==> src/rtl/connectfour_pkg.sv <==
// Shared types and constants for the connect-four board and win checkers.
// Board geometry, slice typedefs, drop FSM states and player encodings.
package connectfour_pkg;

    localparam int COLS_C = 7;
    localparam int ROWS_C = 6;

    typedef logic [COLS_C-1:0] row_t;
    typedef logic [ROWS_C-1:0] col_t;

    typedef enum logic [2:0] {
        ST_IDLE,
        ST_SCAN,
        ST_WRITE,
        ST_PRESENT,
        ST_REJECT
    } drop_state_t;

    localparam logic PLAYER0 = 1'b0;
    localparam logic PLAYER1 = 1'b1;

endpackage

==> src/rtl/connectfour_board_regs.sv <==
// Board storage: occupied and owner bit-planes, one write port,
// a row-slice and a column-slice read port, plus a single-cell probe.
module connectfour_board_regs
    import connectfour_pkg::*;
#(
    parameter int COLS = COLS_C,
    parameter int ROWS = ROWS_C
) (
    input  logic            clk,
    input  logic            clear,
    input  logic            we,
    input  logic [2:0]      wr_row,
    input  logic [2:0]      wr_col,
    input  logic            wr_player,
    input  logic [2:0]      rd_row,
    input  logic [2:0]      rd_col,
    input  logic [2:0]      probe_row,
    input  logic [2:0]      probe_col,
    output logic            probe_occ,
    output logic [COLS-1:0] row_player,
    output logic [COLS-1:0] row_onoff,
    output logic [ROWS-1:0] col_player,
    output logic [ROWS-1:0] col_onoff,
    output logic            top_full
);

    logic [COLS-1:0] occ [ROWS];
    logic [COLS-1:0] own [ROWS];

    // Clear both planes, or place one piece; owner stays 0 on empty cells.
    always_ff @(posedge clk) begin
        if (clear) begin
            for (int j = 0; j < ROWS; j++) begin
                occ[j] <= '0;
                own[j] <= {COLS{PLAYER0}};
            end
        end else if (we) begin
            occ[wr_row][wr_col] <= 1'b1;
            own[wr_row][wr_col] <= wr_player;
        end
    end

    assign row_onoff  = occ[rd_row];
    assign row_player = own[rd_row];
    assign probe_occ  = occ[probe_row][probe_col];
    assign top_full   = &occ[ROWS-1];

    // Gather one column across all rows into a vertical slice.
    always_comb begin
        col_onoff  = '0;
        col_player = '0;
        for (int j = 0; j < ROWS; j++) begin
            col_onoff[j]  = occ[j][rd_col];
            col_player[j] = own[j][rd_col];
        end
    end

endmodule

==> src/rtl/connectfour_board_drop.sv <==
// Drop FSM: scans a column bottom-up for the first free cell, writes
// the piece, then presents the row/column slices for the win checkers.
module connectfour_board_drop
    import connectfour_pkg::*;
#(
    parameter int COLS = COLS_C,
    parameter int ROWS = ROWS_C
) (
    input  logic            clk,
    input  logic            reset,
    input  logic            new_game,
    input  logic            drop_req,
    input  logic [2:0]      drop_col,
    input  logic            player,
    output logic            ready,
    output logic            drop_ack,
    output logic            drop_invalid,
    output logic [2:0]      placed_row,
    output logic [2:0]      placed_col,
    output logic [COLS-1:0] row_player,
    output logic [COLS-1:0] row_onoff,
    output logic [ROWS-1:0] col_player,
    output logic [ROWS-1:0] col_onoff,
    output logic            check_valid,
    output logic            board_full
);

    drop_state_t state, state_n;
    logic [2:0]  col_q, col_n;
    logic [2:0]  row_q, row_n;
    logic        player_q, player_n;
    logic        clear;
    logic        probe_occ;

    assign clear = reset | new_game;

    connectfour_board_regs #(
        .COLS(COLS),
        .ROWS(ROWS)
    ) u_regs (
        .clk        (clk),
        .clear      (clear),
        .we         (state == ST_WRITE),
        .wr_row     (row_q),
        .wr_col     (col_q),
        .wr_player  (player_q),
        .rd_row     (placed_row),
        .rd_col     (placed_col),
        .probe_row  (row_q),
        .probe_col  (col_q),
        .probe_occ  (probe_occ),
        .row_player (row_player),
        .row_onoff  (row_onoff),
        .col_player (col_player),
        .col_onoff  (col_onoff),
        .top_full   (board_full)
    );

    // State, latched request and scan pointer registers.
    always_ff @(posedge clk) begin
        if (reset) begin
            state    <= ST_IDLE;
            col_q    <= '0;
            row_q    <= '0;
            player_q <= 1'b0;
        end else begin
            state    <= state_n;
            col_q    <= col_n;
            row_q    <= row_n;
            player_q <= player_n;
        end
    end

    // Last placement; slices read the board at this cell.
    always_ff @(posedge clk) begin
        if (clear) begin
            placed_row <= '0;
            placed_col <= '0;
        end else if (state == ST_WRITE) begin
            placed_row <= row_q;
            placed_col <= col_q;
        end
    end

    // Next-state logic; a board clear overrides any state or request.
    always_comb begin
        state_n  = state;
        col_n    = col_q;
        row_n    = row_q;
        player_n = player_q;
        if (clear) begin
            state_n = ST_IDLE;
        end else begin
            unique case (state)
                ST_IDLE: begin
                    if (drop_req) begin
                        col_n    = drop_col;
                        player_n = player;
                        row_n    = '0;
                        if (int'(drop_col) >= COLS) state_n = ST_REJECT;
                        else                        state_n = ST_SCAN;
                    end
                end
                ST_SCAN: begin
                    if (!probe_occ)                   state_n = ST_WRITE;
                    else if (row_q == 3'(ROWS - 1))   state_n = ST_REJECT;
                    else                              row_n   = row_q + 3'd1;
                end
                ST_WRITE:   state_n = ST_PRESENT;
                ST_PRESENT: state_n = ST_IDLE;
                ST_REJECT:  state_n = ST_IDLE;
                default:    state_n = ST_IDLE;
            endcase
        end
    end

    assign ready        = (state == ST_IDLE);
    assign drop_ack     = (state == ST_PRESENT);
    assign check_valid  = (state == ST_PRESENT);
    assign drop_invalid = (state == ST_REJECT);

endmodule

==> config.mk <==
export PLATFORM = sky130hd
export DESIGN_NAME = connectfour_board_drop
export DESIGN_NICKNAME = d
export VERILOG_FILES = /design/src/rtl/connectfour_pkg.sv /design/src/rtl/connectfour_board_regs.sv /design/src/rtl/connectfour_board_drop.sv
export SDC_FILE = /design/constraint.sdc
export NUM_CORES = 1
export LEC_CHECK = 0
export ABC_CLOCK_PERIOD_IN_PS = 5100
export BUFFER_PORTS_ARGS = -buffer_cell sky130_fd_sc_hd__buf_2
export CELL_PAD_IN_SITES_DETAIL_PLACEMENT = 1
export CELL_PAD_IN_SITES_GLOBAL_PLACEMENT = 2
export CORE_MARGIN = 2
export CORE_UTILIZATION = 46
export CTS_CLUSTER_SIZE = 25
export DETAILED_ROUTE_END_ITERATION = 12
export PLACE_DENSITY = 0.82
export SYNTH_ARGS = -nofsm -noshare
export SYNTH_HDL_FRONTEND = slang
export SYNTH_SLANG_ARGS = --single-unit
export TNS_END_PERCENT = 5
==> constraint.sdc <==
create_clock -name clk -period 5.1 [get_ports clk]
set_input_delay 1.02 -clock clk [delete_from_list [all_inputs] [get_ports clk]]
set_output_delay 1.02 -clock clk [all_outputs]
set_load 0.01 [all_outputs]
Word level (Yosys, flattened, before mapping)
Memory sizes are Yosys's and may differ from the RTL's. A register that Yosys moved wholly into a read port is not among the register bits.
Index checks and enable logic that the tools add are counted.
{"block": "op_classes", "addsub": 1, "mul": 0, "n_div": 0, "magnitude_cmp": 4, "eq_ne": 9, "n_shift": 0, "n_mux": 54, "bitwise": 2, "n_reduce_logical": 10}
{"operator": "$mux 3", "n": 15}
{"operator": "$bmux 1 s3", "n": 13}
{"operator": "$mux 7", "n": 5}
{"operator": "$mux 1", "n": 18}
{"operator": "$reduce_or 7->1", "n": 2}
{"operator": "$pmux 3 s3", "n": 1}
{"operator": "$lt 3x4->1 const B", "n": 2}
{"operator": "$reduce_and 7->1", "n": 1}
{"operator": "$eq 3x2->1 const B", "n": 2}
{"operator": "$eq 3x3->1 const B", "n": 2}
{"operator": "$ne 2x2->1 const B", "n": 3}
{"operator": "$pmux 3 s2", "n": 1}
{"operator": "$reduce_and 5->1", "n": 1}
{"operator": "$add 3x1->3 const B", "n": 1}
{"operator": "$demux 1 s3", "n": 1}
{"operator": "$eq 3x1->1 const B", "n": 1}
{"operator": "$ge 3x1->1 const B", "n": 1}
{"operator": "$ge 3x3->1 const B", "n": 1}
{"operator": "$logic_not 3->1", "n": 1}
{"operator": "$ne 3x3->1 const B", "n": 1}
{"operator": "$reduce_and 3->1", "n": 1}
{"operator": "$reduce_and 2->1", "n": 1}
{"operator": "$reduce_bool 2->1", "n": 1}
{"operator": "$reduce_or 2->1", "n": 1}
{"operator": "3 further kinds", "n": 3}
{"block": "word_totals", "regBits": 16, "latchBits": 0, "ramBits": 84, "rom_bits": 0, "in_bits": 8, "output_inout_bits": 37, "word_cells": 88, "memories": 2}
{"name": "u_regs.occ", "words": 6, "width": 7, "read_ports": 8, "rd_ports_with_merged_regs": 2, "wr": 6, "line": "connectfour_board_regs.sv:27", "rtl": "logic [COLS-1:0] occ [ROWS];"}
{"name": "u_regs.own", "words": 6, "width": 7, "read_ports": 7, "rd_ports_with_merged_regs": 1, "wr": 6, "line": "connectfour_board_regs.sv:28", "rtl": "logic [COLS-1:0] own [ROWS];"}

Longest topological paths before layout
{"block": "logic_depth", "depth_word": 7, "depth_mapped": 9, "mapped_depth_nobuf": 7}

Modules after synthesis
From an unflattened synthesis, not the netlist that was laid out.
{"block": "unflattened", "hier_cells": 540, "hier_area_um2": 6985.4}
{"mod": "connectfour_board_regs", "n_inst": 1, "cells_per_inst": 460, "area_each_um2": 6229.7, "seq_area_each_um2": 3363.2}
{"mod": "connectfour_board_drop", "n_inst": 1, "cells_per_inst": 80, "area_each_um2": 755.7, "seq_area_each_um2": 320.3}

Worst setup path after synthesis
Ideal clock, no wire load.
{"block": "synth_path", "path_kind": "input -> register", "startpoint": "input port new_game", "endpoint": "memory u_regs.occ[3][1] (netlist bit), enable pin", "setup_time_ps": 327, "arrival_ps": 2903, "required_ps": 4773, "setup_slack_ps": 1870, "path_stages": 7, "n_path_buf": 2, "path_cell_list": "or2_2 clkbuf_1 a311oi_4 and2b_1 nand3_2 buf_2 o21ai_0"}
{"item": "start, declared", "line": "connectfour_board_drop.sv:11", "rtl": "input logic new_game,"}
{"item": "end, declared", "line": "connectfour_board_regs.sv:27"}

==> impl_metrics.prom <==
# TYPE chip_impl_metric gauge
chip_impl_metric{name="starting_utilization_of_the_core_area",unit="%"} 47.0
chip_impl_metric{name="route.detailed.drc",unit=""} 0
chip_impl_metric{name="design.portCount",unit=""} 45
chip_impl_metric{name="fmaxAchievable",unit="MHz"} 275
chip_impl_metric{name="final-setup-viol-count",unit=""} 0
chip_impl_metric{name="post-cts-setup-buffers",unit=""} 0
chip_impl_metric{name="cts_sinks",unit=""} 134
chip_impl_metric{name="finalNonFillerCells",unit=""} 793
chip_impl_metric{name="global_route.usage.total",unit="%"} 27.1
chip_impl_info{name="run_status",value="finished, final reports clean"} 1
chip_impl_metric{name="yosys_warnings",unit=""} 0
chip_impl_metric{name="grt_ovf",unit=""} 0
chip_impl_metric{name="slew_headroom",unit="%"} 16.3
chip_impl_metric{name="maximum_number_of_pins_on_one_net_before_global_route_repair",unit=""} 39
chip_impl_metric{name="coreArea",unit="µm²"} 15100
chip_impl_metric{name="floorplan_row_count",unit=""} 45
chip_impl_info{name="cp-start-kind",value="flop"} 1
chip_impl_metric{name="period_minus_slack",unit="ns"} 3.64
chip_impl_metric{name="placedInstanceArea",unit="µm²"} 7440
chip_impl_metric{name="post_cts_resized",unit=""} 0
chip_impl_metric{name="finalSetupTns",unit="ns"} 0
chip_impl_metric{name="synth-xor-area-share",unit="%"} 0
chip_impl_metric{name="syn-instance-count",unit=""} 568
chip_impl_info{name="clockRootBuffer",value="sky130_fd_sc_hd__clkbuf_16"} 1
chip_impl_metric{name="dieWidth",unit="µm"} 128
chip_impl_metric{name="worst_setup_hold_path_clk_slew",unit="ns"} 0.06
chip_impl_metric{name="areaGrowthSynthToFinish",unit="%"} 12.9
chip_impl_metric{name="tightest_slew",unit="ns"} 1.25
chip_impl_metric{name="grt_pass1_wl",unit="µm"} 32200
chip_impl_info{name="end_kind",value="output pin"} 1
chip_impl_info{name="critical_path.top_delay_family",value="flip-flops"} 1
chip_impl_metric{name="max_cap_viol_count",unit=""} 0
chip_impl_metric{name="vias",unit=""} 4995
chip_impl_metric{name="fin_worst_skew",unit="ns"} 0.00510
chip_impl_metric{name="finalHoldViolCount",unit=""} 0
chip_impl_metric{name="fin_nets",unit=""} 602
chip_impl_metric{name="synth_simple_gate_area_share",unit="%"} 12.8
chip_impl_info{name="critical_path.slowest_cell",value="sky130_fd_sc_hd__dfxtp_2"} 1
chip_impl_metric{name="timing.critical_path.fanout_max",unit=""} 28
chip_impl_info{name="most_numerous_cell_in_the_yosys_netlist",value="sky130_fd_sc_hd__edfxtp_1"} 1
chip_impl_metric{name="viasPerCell",unit=""} 6.30
chip_impl_metric{name="hpwl",unit="µm"} 14300
chip_impl_metric{name="synthesis.area",unit="µm²"} 7120
chip_impl_info{name="rsz0062_at_grt",value="false"} 1
chip_impl_metric{name="antenna_violations_before_repair",unit=""} 0
chip_impl_metric{name="number_of_antenna_cells_inserted",unit=""} 0
chip_impl_metric{name="vdd_drop_max",unit="V"} 0.000269
chip_impl_metric{name="detail_route.iter0.violations",unit=""} 371
chip_impl_metric{name="synth_fp_nets",unit=""} 578
chip_impl_info{name="ys_top_cells_by_area",value="sky130_fd_sc_hd__edfxtp_1 (47%), sky130_fd_sc_hd__mux4_2 (13%), sky130_fd_sc_hd__dfxtp_1 (6.2%)"} 1
chip_impl_metric{name="clk-insertion-delay-late",unit="ns"} 0.42
chip_impl_metric{name="cts_max_level",unit=""} 4
chip_impl_metric{name="final_max_slew_viol_count",unit=""} 0
chip_impl_metric{name="power-per-cell-area",unit="nW/µm²"} 328
chip_impl_metric{name="syn_avg_cell_area",unit="µm²"} 12.5
chip_impl_metric{name="layout-drive-gt1-share",unit="%"} 25.8
chip_impl_metric{name="routability_driven_placement_congestion_ratio",unit=""} 0.866
chip_impl_info{name="synth_largest_area_cell",value="sky130_fd_sc_hd__edfxtp_1"} 1
chip_impl_info{name="synth_top_family_by_area",value="multiplexers"} 1
chip_impl_metric{name="postRouteWirelength",unit="µm"} 21000
chip_impl_metric{name="cellLeakagePower",unit="nW"} 2.95
chip_impl_metric{name="path_buf_inv",unit=""} 1
chip_impl_metric{name="finish.instance_area",unit="µm²"} 8040
chip_impl_metric{name="number_of_placed_cells_counting_well_taps",unit=""} 761
chip_impl_info{name="synth_flop_cell",value="sky130_fd_sc_hd__edfxtp_1"} 1
chip_impl_metric{name="ys_seq_elements",unit=""} 134
chip_impl_metric{name="critPathMaxStageDelay",unit="ns"} 1.07
chip_impl_info{name="synth.top_cells.by_count",value="sky130_fd_sc_hd__edfxtp_1 (112), sky130_fd_sc_hd__nor2_1 (97), sky130_fd_sc_hd__mux4_2 (42)"} 1
chip_impl_metric{name="count_of_distinct_cell_types_in_the_synthesized_netlist",unit=""} 43
chip_impl_metric{name="yosysTopAreaCellShare",unit="%"} 47.2
chip_impl_metric{name="portBuffers",unit=""} 44
chip_impl_metric{name="first_global_vias",unit=""} 5156
chip_impl_metric{name="min_period_over_period",unit="%"} 71.3
chip_impl_metric{name="antenna_violating_nets_post_route",unit=""} 0
chip_impl_metric{name="arrival",unit="ns"} 2.62
chip_impl_metric{name="post_synth_mux_area_share",unit="%"} 22.2
chip_impl_info{name="cell_breakdown_of_the_critical_path",value="mux4_2, mux2_2, buf_2"} 1
chip_impl_metric{name="synth-seq-area-share",unit="%"} 53.4
chip_impl_info{name="setup.worst_path.class",value="flop to output pin"} 1
chip_impl_metric{name="routedWlPerCell",unit="µm"} 26.4
chip_impl_metric{name="timing.critical_path.required",unit="ns"} 4.08
chip_impl_metric{name="synth_compound_gate_area_share",unit="%"} 7.75
chip_impl_metric{name="ctsLongestPathBuffers",unit=""} 2
chip_impl_metric{name="post_synth_edffs",unit=""} 112
chip_impl_info{name="type_of_the_worst_min_delay_path",value="flop to flop"} 1
chip_impl_info{name="hold_path_origin",value="placed_row[2]"} 1
chip_impl_metric{name="ctsHoldBuffers",unit=""} 0
chip_impl_metric{name="dr.pass1.iters",unit=""} 5
chip_impl_metric{name="post_synth_fa_ha_maj_area_fraction",unit="%"} 0.351
chip_impl_metric{name="die_h",unit="µm"} 128
chip_impl_metric{name="async_flop_share",unit="%"} 0
chip_impl_info{name="tritoncts_clock_tree",value="done"} 1
chip_impl_metric{name="dieArea",unit="µm²"} 16500
chip_impl_metric{name="cts-buffers-inserted",unit=""} 17
==> per-layer routing <==
layer | vias to the layer above | global-route usage, % | part of all wire [%]
li1 | 2202 | - | -
met1 | 2623 | 35.6 | 43
met2 | 140 | 45.0 | 50
met3 | 30 | 4.12 | 3.9
met4 | 0 | 11.9 | 2.8
met5 | - | 0 | 0
==> final timing paths <==
check / endpoint / slack [ns] / depth (start not counted)
worst min register to register: placed_row[2] / 0.48 / 2
worst max-delay path: row_player[5] / 1.46 / 3
worst max register to register: flop / 1.67 / 8
worst min-delay path: placed_row[2] / 0.48 / 2
==> cell type report <==
| type | instances | area (µm²) |
|---|---|---|
| clock inverter | 14 | 159 |
| clock buffer | 18 | 439 |
| multi-input combinational | 380 | 3080 |
| fill | 1515 | 7110 |
| sequential | 134 | 3800 |
| timing repair buffer | 55 | 303 |
| tap | 188 | 235 |
| inverter | 4 | 15.0 |
==> placed cells by master, fill, tap and decap left out, types with 2 or more instances in the layout <==
cell type                    count
sky130_fd_sc_hd__edfxtp_1      112
sky130_fd_sc_hd__nor2_1         96
sky130_fd_sc_hd__buf_2          44
sky130_fd_sc_hd__mux4_2         42
sky130_fd_sc_hd__o21ai_0        35
sky130_fd_sc_hd__a21oi_1        34
sky130_fd_sc_hd__and2_1         31
sky130_fd_sc_hd__mux2i_1        27
sky130_fd_sc_hd__nand2_1        24
sky130_fd_sc_hd__dfxtp_1        21
sky130_fd_sc_hd__clkbuf_16      17
sky130_fd_sc_hd__mux2_2         14
sky130_fd_sc_hd__buf_4          11
sky130_fd_sc_hd__nor3_1         10
sky130_fd_sc_hd__nor2b_1         8
sky130_fd_sc_hd__nand3_1         8
sky130_fd_sc_hd__a31oi_1         7
sky130_fd_sc_hd__mux4_1          7
sky130_fd_sc_hd__a22oi_1         6
sky130_fd_sc_hd__clkinv_2        5
sky130_fd_sc_hd__inv_1           4
sky130_fd_sc_hd__nand4_1         4
sky130_fd_sc_hd__clkinvlp_4      3
sky130_fd_sc_hd__bufinv_16       3
sky130_fd_sc_hd__or2_2           2
sky130_fd_sc_hd__nand3b_1        2
sky130_fd_sc_hd__nor3b_1         2
sky130_fd_sc_hd__o31a_2          2
sky130_fd_sc_hd__mux2_1          2
sky130_fd_sc_hd__ha_1            2
sky130_fd_sc_hd__clkinv_4        2
==> report_power, final <==
group          internal, mW  total (mW)  switching (mW)
sequential             1.21        1.25          0.0339
clock                 0.776        1.25           0.476
combinational        0.0546       0.137          0.0827
total                  2.04        2.64           0.593
==> flip-flops by register name, summed over array words and instances, names as in the netlist, named ones only <==
name and cells:
state 3, placed_row 3, u_regs.own 56, row_q 3, placed_col 3, player_q 1
u_regs.occ 56, col_q 3
==> per-stage QoR <==
step | utilization (%) | hold slack, ns | setup WS, ns | power (mW)
after global routing | 53.1 | 0.526 | 1.26 | 2.70
after global placement | 49.1 | 0.472 | 1.62 | 1.40
after CTS | 53.1 | 0.488 | 1.37 | 2.64
after floorplan | - | 0.495 | 1.87 | 1.34
final | 53.1 | 0.483 | 1.46 | 2.64
after detailed placement | 49.1 | 0.486 | 1.42 | 1.40
==> logic make-up (layout without fill, tap and decap cells) <==
family | Yosys count | in the layout
flops | 134 | 134
compound gates | 92 | 92
simple gates | 194 | 194
mux | 92 | 92
buf+inv | 54 | 91
fa+ha+maj | 2 | 2
==> worst min-delay path, stage by stage (launching register included) <==
cell,delay [ns]
sky130_fd_sc_hd__dfxtp_1,0.31
sky130_fd_sc_hd__nand2_1,0.05
sky130_fd_sc_hd__a21oi_1,0.07
Note: power is estimated with default switching activity, not from simulation.
